## config.mk

```make
export PLATFORM = sky130hd
export DESIGN_NAME = mem_wb_stage_flat
export DESIGN_NICKNAME = d
export VERILOG_FILES = /design/src/rtl/mem_wb_stage_pkg.sv /design/src/rtl/mem_wb_stage_if.sv /design/src/rtl/mem_wb_stage_load_align.sv /design/src/rtl/mem_wb_stage.sv /design/src/flat_wrapper.sv
export SDC_FILE = /design/constraint.sdc
export NUM_CORES = 1
export LEC_CHECK = 0
export CAP_MARGIN = 20
export CORE_MARGIN = 2
export CORE_UTILIZATION = 37
export DETAILED_ROUTE_END_ITERATION = 8
export GPL_TIMING_DRIVEN = 0
export PLACE_DENSITY = 0.6
export SYNTH_ARGS = -nofsm -noshare
export SYNTH_HDL_FRONTEND = slang
export SYNTH_SLANG_ARGS = --single-unit
```

## constraint.sdc

```tcl
create_clock -name clk -period 8.88 [get_ports clk]
set_input_delay 1.776 -clock clk [delete_from_list [all_inputs] [get_ports clk]]
set_output_delay 1.776 -clock clk [all_outputs]
set_load 0.02 [all_outputs]
```

## src/rtl/mem_wb_stage_pkg.sv

```systemverilog
`default_nettype none
// ============================================================================
// Module  : mem_wb_stage_pkg
// Brief   : Shared CPU constants: XLEN, write-back select and load encodings,
//           plus the MEM/WB pipeline-register record.
// Revision: 1.0 - initial release
// ============================================================================
package mem_wb_stage_pkg;

  localparam int XLEN = 32;

  // Write-back source select; the reserved code behaves like the ALU path.
  typedef enum logic [1:0] {
    WB_ALU  = 2'b00,
    WB_LOAD = 2'b01,
    WB_PC4  = 2'b10,
    WB_RSVD = 2'b11
  } wb_sel_e;

  // Load size/sign encodings carried in funct3.
  localparam logic [2:0] F3_LB  = 3'b000;
  localparam logic [2:0] F3_LH  = 3'b001;
  localparam logic [2:0] F3_LW  = 3'b010;
  localparam logic [2:0] F3_LBU = 3'b100;
  localparam logic [2:0] F3_LHU = 3'b101;

  // Contents of the MEM/WB pipeline register.
  typedef struct packed {
    logic            valid;
    logic            reg_write;
    logic [4:0]      rd;
    wb_sel_e         wb_sel;
    logic [2:0]      funct3;
    logic [XLEN-1:0] alu_result;
    logic [XLEN-1:0] pc_plus4;
    logic [XLEN-1:0] mem_rdata;
  } wb_entry_t;

endpackage
`default_nettype wire

```

## src/rtl/mem_wb_stage_if.sv

```systemverilog
`default_nettype none
// ============================================================================
// Module  : mem_wb_stage_if
// Brief   : MEM-stage inputs, pipeline controls and register-file write
//           outputs of the MEM/WB stage.
// Revision: 1.0 - initial release
// ============================================================================
interface mem_wb_stage_if;
  import mem_wb_stage_pkg::*;

  logic            stall;
  logic            flush;
  logic            in_valid;
  logic            in_reg_write;
  logic [4:0]      in_rd;
  logic [1:0]      in_wb_sel;
  logic [2:0]      in_funct3;
  logic [XLEN-1:0] in_alu_result;
  logic [XLEN-1:0] in_pc_plus4;
  logic [XLEN-1:0] in_mem_rdata;
  logic            WE;
  logic [4:0]      waddr;
  logic [XLEN-1:0] wdata;
  logic [XLEN-1:0] instret;

  modport master (
    output stall, flush, in_valid, in_reg_write, in_rd, in_wb_sel, in_funct3,
           in_alu_result, in_pc_plus4, in_mem_rdata,
    input  WE, waddr, wdata, instret
  );

  modport slave (
    input  stall, flush, in_valid, in_reg_write, in_rd, in_wb_sel, in_funct3,
           in_alu_result, in_pc_plus4, in_mem_rdata,
    output WE, waddr, wdata, instret
  );

endinterface
`default_nettype wire

```

## src/rtl/mem_wb_stage_load_align.sv

```systemverilog
`default_nettype none
// ============================================================================
// Module  : load_align
// Brief   : Extracts and sign/zero-extends the loaded byte or halfword from an
//           aligned data-memory word.
// Revision: 1.0 - initial release
// ============================================================================
module load_align
  import mem_wb_stage_pkg::*;
(
  input  logic [2:0]      funct3,
  input  logic [1:0]      offset,
  input  logic [XLEN-1:0] word,
  output logic [XLEN-1:0] value
);

  logic [7:0]  sel_byte;
  logic [15:0] sel_half;

  // Pick the addressed lane, then extend according to the load type.
  always_comb begin
    sel_byte = word[7:0];
    case (offset)
      2'd0:    sel_byte = word[7:0];
      2'd1:    sel_byte = word[15:8];
      2'd2:    sel_byte = word[23:16];
      default: sel_byte = word[31:24];
    endcase
    // Halfword lane depends only on offset[1]; a misaligned offset[0] is ignored.
    sel_half = offset[1] ? word[31:16] : word[15:0];

    case (funct3)
      F3_LB:   value = {{24{sel_byte[7]}}, sel_byte};
      F3_LBU:  value = {24'd0, sel_byte};
      F3_LH:   value = {{16{sel_half[15]}}, sel_half};
      F3_LHU:  value = {16'd0, sel_half};
      default: value = word;  // LW and the unused codes return the whole word
    endcase
  end

endmodule
`default_nettype wire

```

## src/rtl/mem_wb_stage.sv

```systemverilog
`default_nettype none
// ============================================================================
// Module  : mem_wb_stage
// Brief   : MEM/WB pipeline register with register-file write-back selection
//           and a retired-instruction counter.
// Revision: 1.0 - initial release
// ============================================================================
module mem_wb_stage
  import mem_wb_stage_pkg::*;
(
  input  logic         clk,
  input  logic         rst,
  mem_wb_stage_if.slave bus
);

  wb_entry_t       entry_q;
  logic [XLEN-1:0] instret_q;
  logic [XLEN-1:0] load_value;
  logic [XLEN-1:0] wdata_c;
  logic            we_c;

  // Pipeline register: flush wins over stall, stall holds, otherwise capture.
  always_ff @(posedge clk or posedge rst) begin
    if (rst) begin
      entry_q <= '0;
    end else if (bus.flush) begin
      entry_q <= '0;
    end else if (!bus.stall) begin
      entry_q.valid      <= bus.in_valid;
      entry_q.reg_write  <= bus.in_reg_write;
      entry_q.rd         <= bus.in_rd;
      entry_q.wb_sel     <= wb_sel_e'(bus.in_wb_sel);
      entry_q.funct3     <= bus.in_funct3;
      entry_q.alu_result <= bus.in_alu_result;
      entry_q.pc_plus4   <= bus.in_pc_plus4;
      entry_q.mem_rdata  <= bus.in_mem_rdata;
    end
  end

  // Count an instruction once, on the edge where it leaves the stage.
  always_ff @(posedge clk or posedge rst) begin
    if (rst) begin
      instret_q <= '0;
    end else if (entry_q.valid && !bus.stall) begin
      instret_q <= instret_q + 32'd1;
    end
  end

  load_align u_load_align (
    .funct3 (entry_q.funct3),
    .offset (entry_q.alu_result[1:0]),
    .word   (entry_q.mem_rdata),
    .value  (load_value)
  );

  // Write-back port is purely a function of the stored entry.
  always_comb begin
    we_c    = entry_q.valid && entry_q.reg_write && (entry_q.rd != 5'd0);
    wdata_c = entry_q.alu_result;
    case (entry_q.wb_sel)
      WB_LOAD: wdata_c = load_value;
      WB_PC4:  wdata_c = entry_q.pc_plus4;
      default: wdata_c = entry_q.alu_result;
    endcase
  end

  assign bus.WE      = we_c;
  assign bus.waddr   = entry_q.rd;
  assign bus.wdata   = wdata_c;
  assign bus.instret = instret_q;

endmodule
`default_nettype wire

```

## src/flat_wrapper.sv

```systemverilog
// flat-port wrapper written by rule: the top's interface ports become plain ports
module mem_wb_stage_flat import mem_wb_stage_pkg::*;
  (clk, rst, bus_stall, bus_flush, bus_in_valid, bus_in_reg_write, bus_in_rd, bus_in_wb_sel, bus_in_funct3, bus_in_alu_result, bus_in_pc_plus4, bus_in_mem_rdata, bus_WE, bus_waddr, bus_wdata, bus_instret);
  mem_wb_stage_if bus_i ();
  input  logic clk;
  input  logic rst;
  input wire logic [$bits(bus_i.stall)-1:0] bus_stall;
  input wire logic [$bits(bus_i.flush)-1:0] bus_flush;
  input wire logic [$bits(bus_i.in_valid)-1:0] bus_in_valid;
  input wire logic [$bits(bus_i.in_reg_write)-1:0] bus_in_reg_write;
  input wire logic [$bits(bus_i.in_rd)-1:0] bus_in_rd;
  input wire logic [$bits(bus_i.in_wb_sel)-1:0] bus_in_wb_sel;
  input wire logic [$bits(bus_i.in_funct3)-1:0] bus_in_funct3;
  input wire logic [$bits(bus_i.in_alu_result)-1:0] bus_in_alu_result;
  input wire logic [$bits(bus_i.in_pc_plus4)-1:0] bus_in_pc_plus4;
  input wire logic [$bits(bus_i.in_mem_rdata)-1:0] bus_in_mem_rdata;
  output wire logic [$bits(bus_i.WE)-1:0] bus_WE;
  output wire logic [$bits(bus_i.waddr)-1:0] bus_waddr;
  output wire logic [$bits(bus_i.wdata)-1:0] bus_wdata;
  output wire logic [$bits(bus_i.instret)-1:0] bus_instret;
  assign bus_i.stall = bus_stall;
  assign bus_i.flush = bus_flush;
  assign bus_i.in_valid = bus_in_valid;
  assign bus_i.in_reg_write = bus_in_reg_write;
  assign bus_i.in_rd = bus_in_rd;
  assign bus_i.in_wb_sel = bus_in_wb_sel;
  assign bus_i.in_funct3 = bus_in_funct3;
  assign bus_i.in_alu_result = bus_in_alu_result;
  assign bus_i.in_pc_plus4 = bus_in_pc_plus4;
  assign bus_i.in_mem_rdata = bus_in_mem_rdata;
  assign bus_WE = bus_i.WE;
  assign bus_waddr = bus_i.waddr;
  assign bus_wdata = bus_i.wdata;
  assign bus_instret = bus_i.instret;
  mem_wb_stage u_core (.clk(clk), .rst(rst), .bus(bus_i));
endmodule
```

Word-level counts from Yosys, hierarchy flattened:

Index checks and enable logic that the tools add are counted.

* flip-flop bits (word level): 140
* logic and storage cells: 31

* $add $sub $neg: 1
* equality and inequality tests: 8
* mux-type cells: 6
* reductions and logical operators: 7

Operators with widths (number)
* two-way mux 108 bit: 2
* one-hot mux 32 bit (4 select lines): 1
* one-hot mux 32 bit (2 select lines): 1
* adder 32 x 1 -> 32 bit (second input constant): 1
* one-hot mux 8 bit (3 select lines): 1
* two-way mux 16 bit: 1
* equality test 3 bit (second input constant): 2
* nonzero test 5 bit: 1
* equality test 2 x 1 -> 1 bit (second input constant): 2
* equality test 2 bit (second input constant): 2
* equality test 3 x 1 -> 1 bit (second input constant): 1
* logical AND 1 bit: 3
* zero test 3 bit: 1
* zero test 2 bit: 1
* != test 2 x 1 -> 1 bit (second input constant): 1
* zero test 1 bit: 1

Depth between registers and ports, before layout:

Gate-level depths: netlist (run 1).

* depth in word-level cells: 4
* mapped depth: 7
* gate-level depth less buffers: 6

Hierarchy:

From an unflattened synthesis (run 1), not the netlist that was laid out.

* cell total of the unflattened synthesis: 733
* area, all modules: 7433.4 um^2

Modules (own cells, without submodules)
* mem_wb_stage: times used 1, cells an instance 600, area each 6463.7 um^2, sequential area each 3503.4 um^2
* load_align: times used 1, cells an instance 133, area each 969.7 um^2, sequential area each 0.0 um^2

Worst setup path after synthesis (run 1):

No wires, ideal clock.

* kind: reg2out
* start: reg u_core.entry_q[99] (netlist name)
* end: out bus_wdata[16]
* arrival: 1.705 ns
* path slack: 5.399 ns
* cell stages (with the launch flop): 8
* buffers on the path: 2
* cell sequence: dfrtp_1 -> inv_1 -> ha_1 -> clkbuf_1 -> and2b_1 -> o2111ai_2 -> buf_6 -> o211ai_1

* longest elaborated chain between the ends: 2

Ends and longest elaborated chain
* start: declaration: RTL line mem_wb_stage.sv:16 `wb_entry_t entry_q;`
* equality test 2 bit / equality test 2 x 1 -> 1 bit (equally long branches): RTL line mem_wb_stage.sv:60 `case (entry_q.wb_sel)`
* one-hot mux 32 bit (2 select lines) (*): RTL line mem_wb_stage.sv:60
* end: declaration: RTL line flat_wrapper.sv:19 `output wire logic [$bits(bus_i.wdata)-1:0] bus_wdata;`

Every way passes the cells marked *; elsewhere a longest branch is shown, timed or not.

Worst setup path in the final report (run 1):

* start: reg u_core.entry_q[99] (netlist name)
* end: out bus_wdata[31]

Same word-level chain as after synthesis.

==> flow_summary_export.csv, run 1 <==
group,metric,value,unit
synthesis,synth_nets,760,
die,ioPinCount,182,
run_status,violations,"design-rule violations",
timing,rsz0062_at_grt,"false",
synthesis,yosys_warnings,0,
critical_path,crit_fanout,10,
die,rows,49,
grt,grt_pass1_wl,32.6,mm
synthesis,synth_seq_cells,140,
layout,final_cell_mix,"clkdlybuf4s50_1 (180), dfrtp_1 (140), nor2_1 (117)",
timing,hold_violations,0,
pwr,finalPower,0.00180,W
cts,clk_latency,410,ps
synthesis,synth_edf_count,0,
cts,clk_pin_slew_worst_paths,60,ps
critical_path,crit_arrival,3090,ps
routing,wire_per_inst,19.3,um
pwr,p_leak,4.36,nW
timing,skew,6.51,ps
placed_design,port_buffers,180,
routing,routed_wirelength,21.0,mm
critical_path,crit_chain,"inv_1, ha_1, clkbuf_1, and2b_1, o2111ai_2, buf_6, o211ai_1, clkdlybuf4s50_1",
pwr,p_switching,0.000478,W
min_path,hold_path_class,"flip-flop to flip-flop",
routing,via_count,5656,
die,fp.dieH,140,um
cts,cts_buffer_depth,2,
synthesis,synth_cells,645,
placed_design,gp_congestion,0.894,
layout,area_growth_syn_to_layout,40.7,%
synthesis,yosysSeqAreaShare,0.511,
routing,drc,18,
grt,grt_max_degree,77,
timing,setup_tns,0,ps
cts,h-tree-depth,4,
routing,dr.pass1.iters,7,
min_path,hp-start,"u_core.bus.instret[26]",
critical_path,crit_path_start_kind,"flip-flop",
cts,clockRootBuffer,"clkbuf_16",
timing,setup_violations,0,
grt,groute.usage.overall,0.217,
cts,cts-buffers-inserted,17,
synthesis,syn_area,6850,um^2
placed_design,dp_hpwl,15.8,mm
synthesis,syn_avg_cell_area,10.6,um^2
routing,drtIter0Drc,379,
cts,ctsResizeCount,0,
timing,slew_headroom,0.542,
cts,clkSinkCount,140,
routing,ant_nets,0,
flow_run,drv_cap,0,
run_status,outcome,"finished, violations left",
critical_path,cp_slowest_cell,"clkdlybuf4s50_1",
critical_path,max_stage_delay,650,ps
die,start_util,0.379,
die,core,18100,um^2
timing,tightest_slew,687,ps
pwr,p_int,0.00132,W
timing,slew_violations,0,
cts,cts_tree,"done",
timing,max_freq,0.205,GHz
routing,viasPerCell,5.19,
timing,period_share,0.548,
grt,grt.overflow.total,0,
layout,drive_above_1_share,0.0758,
pwr,powerDensity,187,nW/um^2
cts,post_cts_buffers,0,
critical_path,r2r-start,"u_core.bus.instret[0]",
pwr,p_comb_frac,0.164,
layout,finalNetCount,960,
die,die_x,140,um
die,die_area,19600,um^2
cts,hold_buffers,0,
grt,first_global_vias,5714,
critical_path,r2r_slack,6870,ps
pwr,power_frac_clock,0.441,
pwr,p_seq_frac,0.395,
pwr,swShare,0.266,
synthesis,ys.flop_type,"dfrtp_1",
synthesis,async_flop_share,1.00,
layout,final_common_cell,"clkdlybuf4s50_1",
critical_path,crit_start,"u_core.entry_q[99]",
critical_path,required,7100,ps
synthesis,yosysUniqueCellTypes,46,
critical_path,end_kind,"primary output",
timing,fin_crit,4870,ps
grt,antenna_found_initial,1,
critical_path,crit_type,"flip-flop to primary output",
pwr,max-vdd-ir-drop,131,uV
[synth_stat cells, types with 2 or more instances]
cell / instances / area, um^2
o211ai_1: 21 / 158
nand4_1: 9 / 56.3
nor3b_1: 2 / 15.0
xnor2_1: 18 / 158
and2_1: 2 / 12.5
mux2i_1: 115 / 1150
o21ai_0: 2 / 10.0
o22ai_1: 8 / 50.1
and3_1: 5 / 31.3
dfrtp_1: 140 / 3500
o221ai_1: 11 / 96.3
inv_1: 10 / 37.5
mux2_2: 2 / 22.5
nor2b_1: 10 / 62.6
a21oi_1: 16 / 80.1
and4_1: 4 / 35.0
buf_4: 5 / 37.5
nand3_1: 4 / 20.0
ha_1: 3 / 37.5
xor2_1: 13 / 114
a2bb2oi_1: 3 / 26.3
a32oi_1: 4 / 35.0
buf_2: 14 / 70.1
clkbuf_1: 25 / 93.8
nand2_1: 46 / 173
a22oi_1: 17 / 128
nor2_1: 117 / 439
[per-stage QoR]
step	worst slack, ps	hold slack (ps)	cells	area, um^2	util
finish	4010	484	1089	9640	0.533
global route	3810	506	1088	9640	0.533
CTS	3960	485	1087	9640	0.533
detailed placement	4410	473	1055	8970	0.496
global placement	1500	463	1054	8940	0.494
floorplan	3350	484	645	6850	-
[cell type report]
| cell class | instances | area [um^2] |
|---|---|---|
| Timing Repair Buffer | 181 | 1830 |
| Antenna cell | 2 | 5.00 |
| Clock buffer | 17 | 425 |
| Inverter | 10 | 42.5 |
| Sequential cell | 140 | 3500 |
| Buffer | 46 | 216 |
| Fill cell | 1547 | 8450 |
| Clock inverter | 15 | 235 |
| Multi-Input combinational cell | 449 | 3100 |
| Tap cell | 229 | 287 |
[worst max-delay path: cells and delay by family, from the launching register on]
family / cells / cell delay [ps]
AO/OA/AOI/OAI: 2 / 450
flip-flops: 1 / 370
buffers and inverters: 4 / 1240
adder cells (fa/ha/maj): 1 / 270
AND/OR/NAND/NOR: 1 / 350
[kinds of logic after synthesis]
| kind of cell | after synthesis | synth area share |
|---|---|---|
| AOI/OAI and AO/OA | 86 | 0.0931 |
| muxes | 118 | 0.175 |
| buffers and inverters | 56 | 0.0371 |
| DFF | 140 | 0.511 |
| xor gates and xnor gates | 31 | 0.0396 |
| and+or+nand+nor | 211 | 0.139 |
| adders and majority gates | 3 | 0.00548 |
[path summary, 6_finish.rpt]
kind	end	depth (start not counted)
max reg2reg	u_core.bus.instret[28]	6
min in group asynchronous	u_core.bus.instret[11]	2
min reg2reg	u_core.bus.instret[26]	1
min	u_core.bus.instret[26]	1
max	bus_wdata[31]	8
max in group asynchronous	u_core.entry_q[13]	3
[per-layer routing]
metal / routed length (um) / GRT usage
met1: 9450 / 0.296
met2: 10100 / 0.348
met3: 1100 / 0.0465
met4: 327 / 0.0691
met5: 0 / 0
[state kept, by name, indices dropped and copies added (netlist names)]
register / cells
u_core.bus.instret: 32
u_core.entry_q: 103
u_core.bus.waddr: 5
[power groups by stage]
stage	Sequential, W	Combinational [W]	Clock, W
detailed placement	0.000722	0.000297	0
CTS	0.000710	0.000298	0.000811
finish	0.000711	0.000296	0.000794
global placement	0.000720	0.000291	0
global route	0.000715	0.000318	0.000841
floorplan	0.000719	0.000148	0
Power figures use the tool's default switching activity.
==> run 2: changes to the inputs <==
PLACE_DENSITY = 0.62   (was 0.6)
clock period = 4 ns   (was 8.88 ns; I/O delays follow)
==> flow_summary_export.csv, run 2 (same netlist as run 1, synthesis figures left out) <==
group,metric,value,unit
timing,hold_violations,0,
die,core,18100,um^2
timing,fin_crit,3870,ps
cts,clk_latency,420,ps
die,die_area,19600,um^2
placed_design,dp_hpwl,16.3,mm
die,fp.dieH,140,um
routing,ant_nets,0,
timing,slew_violations,0,
timing,rsz0062_at_grt,"false",
cts,clk_pin_slew_worst_paths,60,ps
timing,period_share,0.966,
critical_path,crit_path_start_kind,"flip-flop",
layout,top_register,"u_core.entry_q",
die,die_x,140,um
grt,grt.overflow.total,0,
critical_path,r2r-start,"u_core.bus.instret[0]",
critical_path,crit_fanout,10,
cts,cts_tree,"done",
routing,routed_wirelength,21.2,mm
cts,hold_buffers,0,
placed_design,gp_congestion,0.910,
layout,final_cell_mix,"clkdlybuf4s50_1 (180), dfrtp_1 (140), nor2_1 (117)",
pwr,finalPower,0.00390,W
layout,fill_cells,1583,
layout,multi_input_area,3110,um^2
routing,drtIter0Drc,310,
critical_path,crit_start,"u_core.entry_q[99]",
layout,final_common_cell,"clkdlybuf4s50_1",
flow_run,drv_cap,0,
cts,cts-buffers-inserted,17,
timing,tightest_slew,660,ps
layout,regArea,3500,um^2
cts,clockRootBuffer,"clkbuf_16",
timing,slew_headroom,0.560,
grt,groute.usage.overall,0.220,
layout,drive_above_1_share,0.0780,
placed_design,port_buffers,180,
critical_path,crit_arrival,3070,ps
pwr,max-vdd-ir-drop,291,uV
die,start_util,0.379,
timing,skew,7.54,ps
critical_path,required,3200,ps
critical_path,end_kind,"primary output",
layout,post-route-util,0.533,
grt,first_global_vias,6044,
routing,via_count,5709,
layout,largest_reg_flops,103,
routing,wire_per_inst,19.5,um
grt,grt_max_degree,41,
cts,post_cts_buffers,0,
critical_path,crit_type,"flip-flop to primary output",
layout,area_growth_syn_to_layout,40.7,%
cts,clkSinkCount,140,
grt,antenna_found_initial,1,
layout,finalNonFillerCells,1089,
die,rows,49,
placed_design,dp.cells,1057,
run_status,outcome,"finished, violations left",
critical_path,worstRegToRegCells,6,
cts,h-tree-depth,4,
critical_path,r2r_slack,2000,ps
routing,viasPerCell,5.24,
cts,cts_buffer_depth,2,
timing,max_freq,0.259,GHz
timing,setup_tns,0,ps
run_status,violations,"design-rule violations",
layout,finalNetCount,962,
routing,dr.pass1.iters,9,
grt,grt_pass1_wl,33.1,mm
timing,setup_violations,0,
min_path,hold_path_class,"flip-flop to flip-flop",
critical_path,cp-endpoint,"bus_wdata[31]",
placed_design,placed_cell_area,9010,um^2
layout,final_area,9640,um^2
routing,drc,8,
pwr,powerDensity,405,nW/um^2
pwr,p_leak,4.36,nW
die,ioPinCount,182,
critical_path,reg2reg_to,"u_core.bus.instret[30]",
[run 2: what timing repair did]
item | in CTS | in global routing
setup endpoints to repair | 1 | 4
pin swaps | 0 | 0
resized for setup | 1 | 2
[run 2: worst min path at each step]
stage | from | endpoint | slack, ps | cells past startpoint
finish | u_core.bus.instret[31] | u_core.bus.instret[31] | 480 | 1
floorplan | u_core.entry_q[71] | u_core.entry_q[71] | 480 | 2
CTS | u_core.bus.instret[26] | u_core.bus.instret[26] | 490 | 1
global route | u_core.bus.instret[31] | u_core.bus.instret[31] | 490 | 1
detailed placement | u_core.bus.instret[26] | u_core.bus.instret[26] | 480 | 1
global placement | u_core.bus.instret[31] | u_core.bus.instret[31] | 460 | 1
[run 2: critical path: stages, from the launching register on]
cell and delay [ps]:
dfrtp_1 380, inv_1 60, ha_1 270, clkbuf_1 290, and2b_1 390, o2111ai_4 260, buf_6 230, o211ai_1 120
clkdlybuf4s50_1 650
[run 2: layout make-up]
| type | count | share of cell area |
|---|---|---|
| flip-flops and latches | 140 | 0.363 |
| multi-input cells | 449 | 0.322 |
| repair buffers | 183 | 0.193 |
| clock buffers | 17 | 0.0441 |
| well taps | 229 | 0.0297 |
| plain buffers | 46 | 0.0226 |
| clock inverters | 14 | 0.0202 |
| inverters | 10 | 0.00428 |
| diodes | 1 | 0.000260 |
[run 2: per-stage QoR]
| stage | worst slack (ps) | hold slack, ps |
|---|---|---|
| 2_1_floorplan | 1450 | 484 |
| 3_3_place_gp | 268 | 465 |
| 3_5_place_dp | 459 | 481 |
| 4_1_cts | 74.9 | 489 |
| 5_1_grt | 2.41 | 494 |
| 6_report | 135 | 480 |
[run 2: layer usage]
metal  part of all wire  GRT usage
met1               0.44      0.285
met2               0.49      0.364
met3              0.049     0.0482
met4              0.019     0.0835
met5                  0          0
[run 2: where the power goes]
part	switching, W	internal, W
Clock	0.000616	0.00104
Combinational	0.000341	0.000325
Sequential	0.0000810	0.00150
Total	0.00104	0.00286
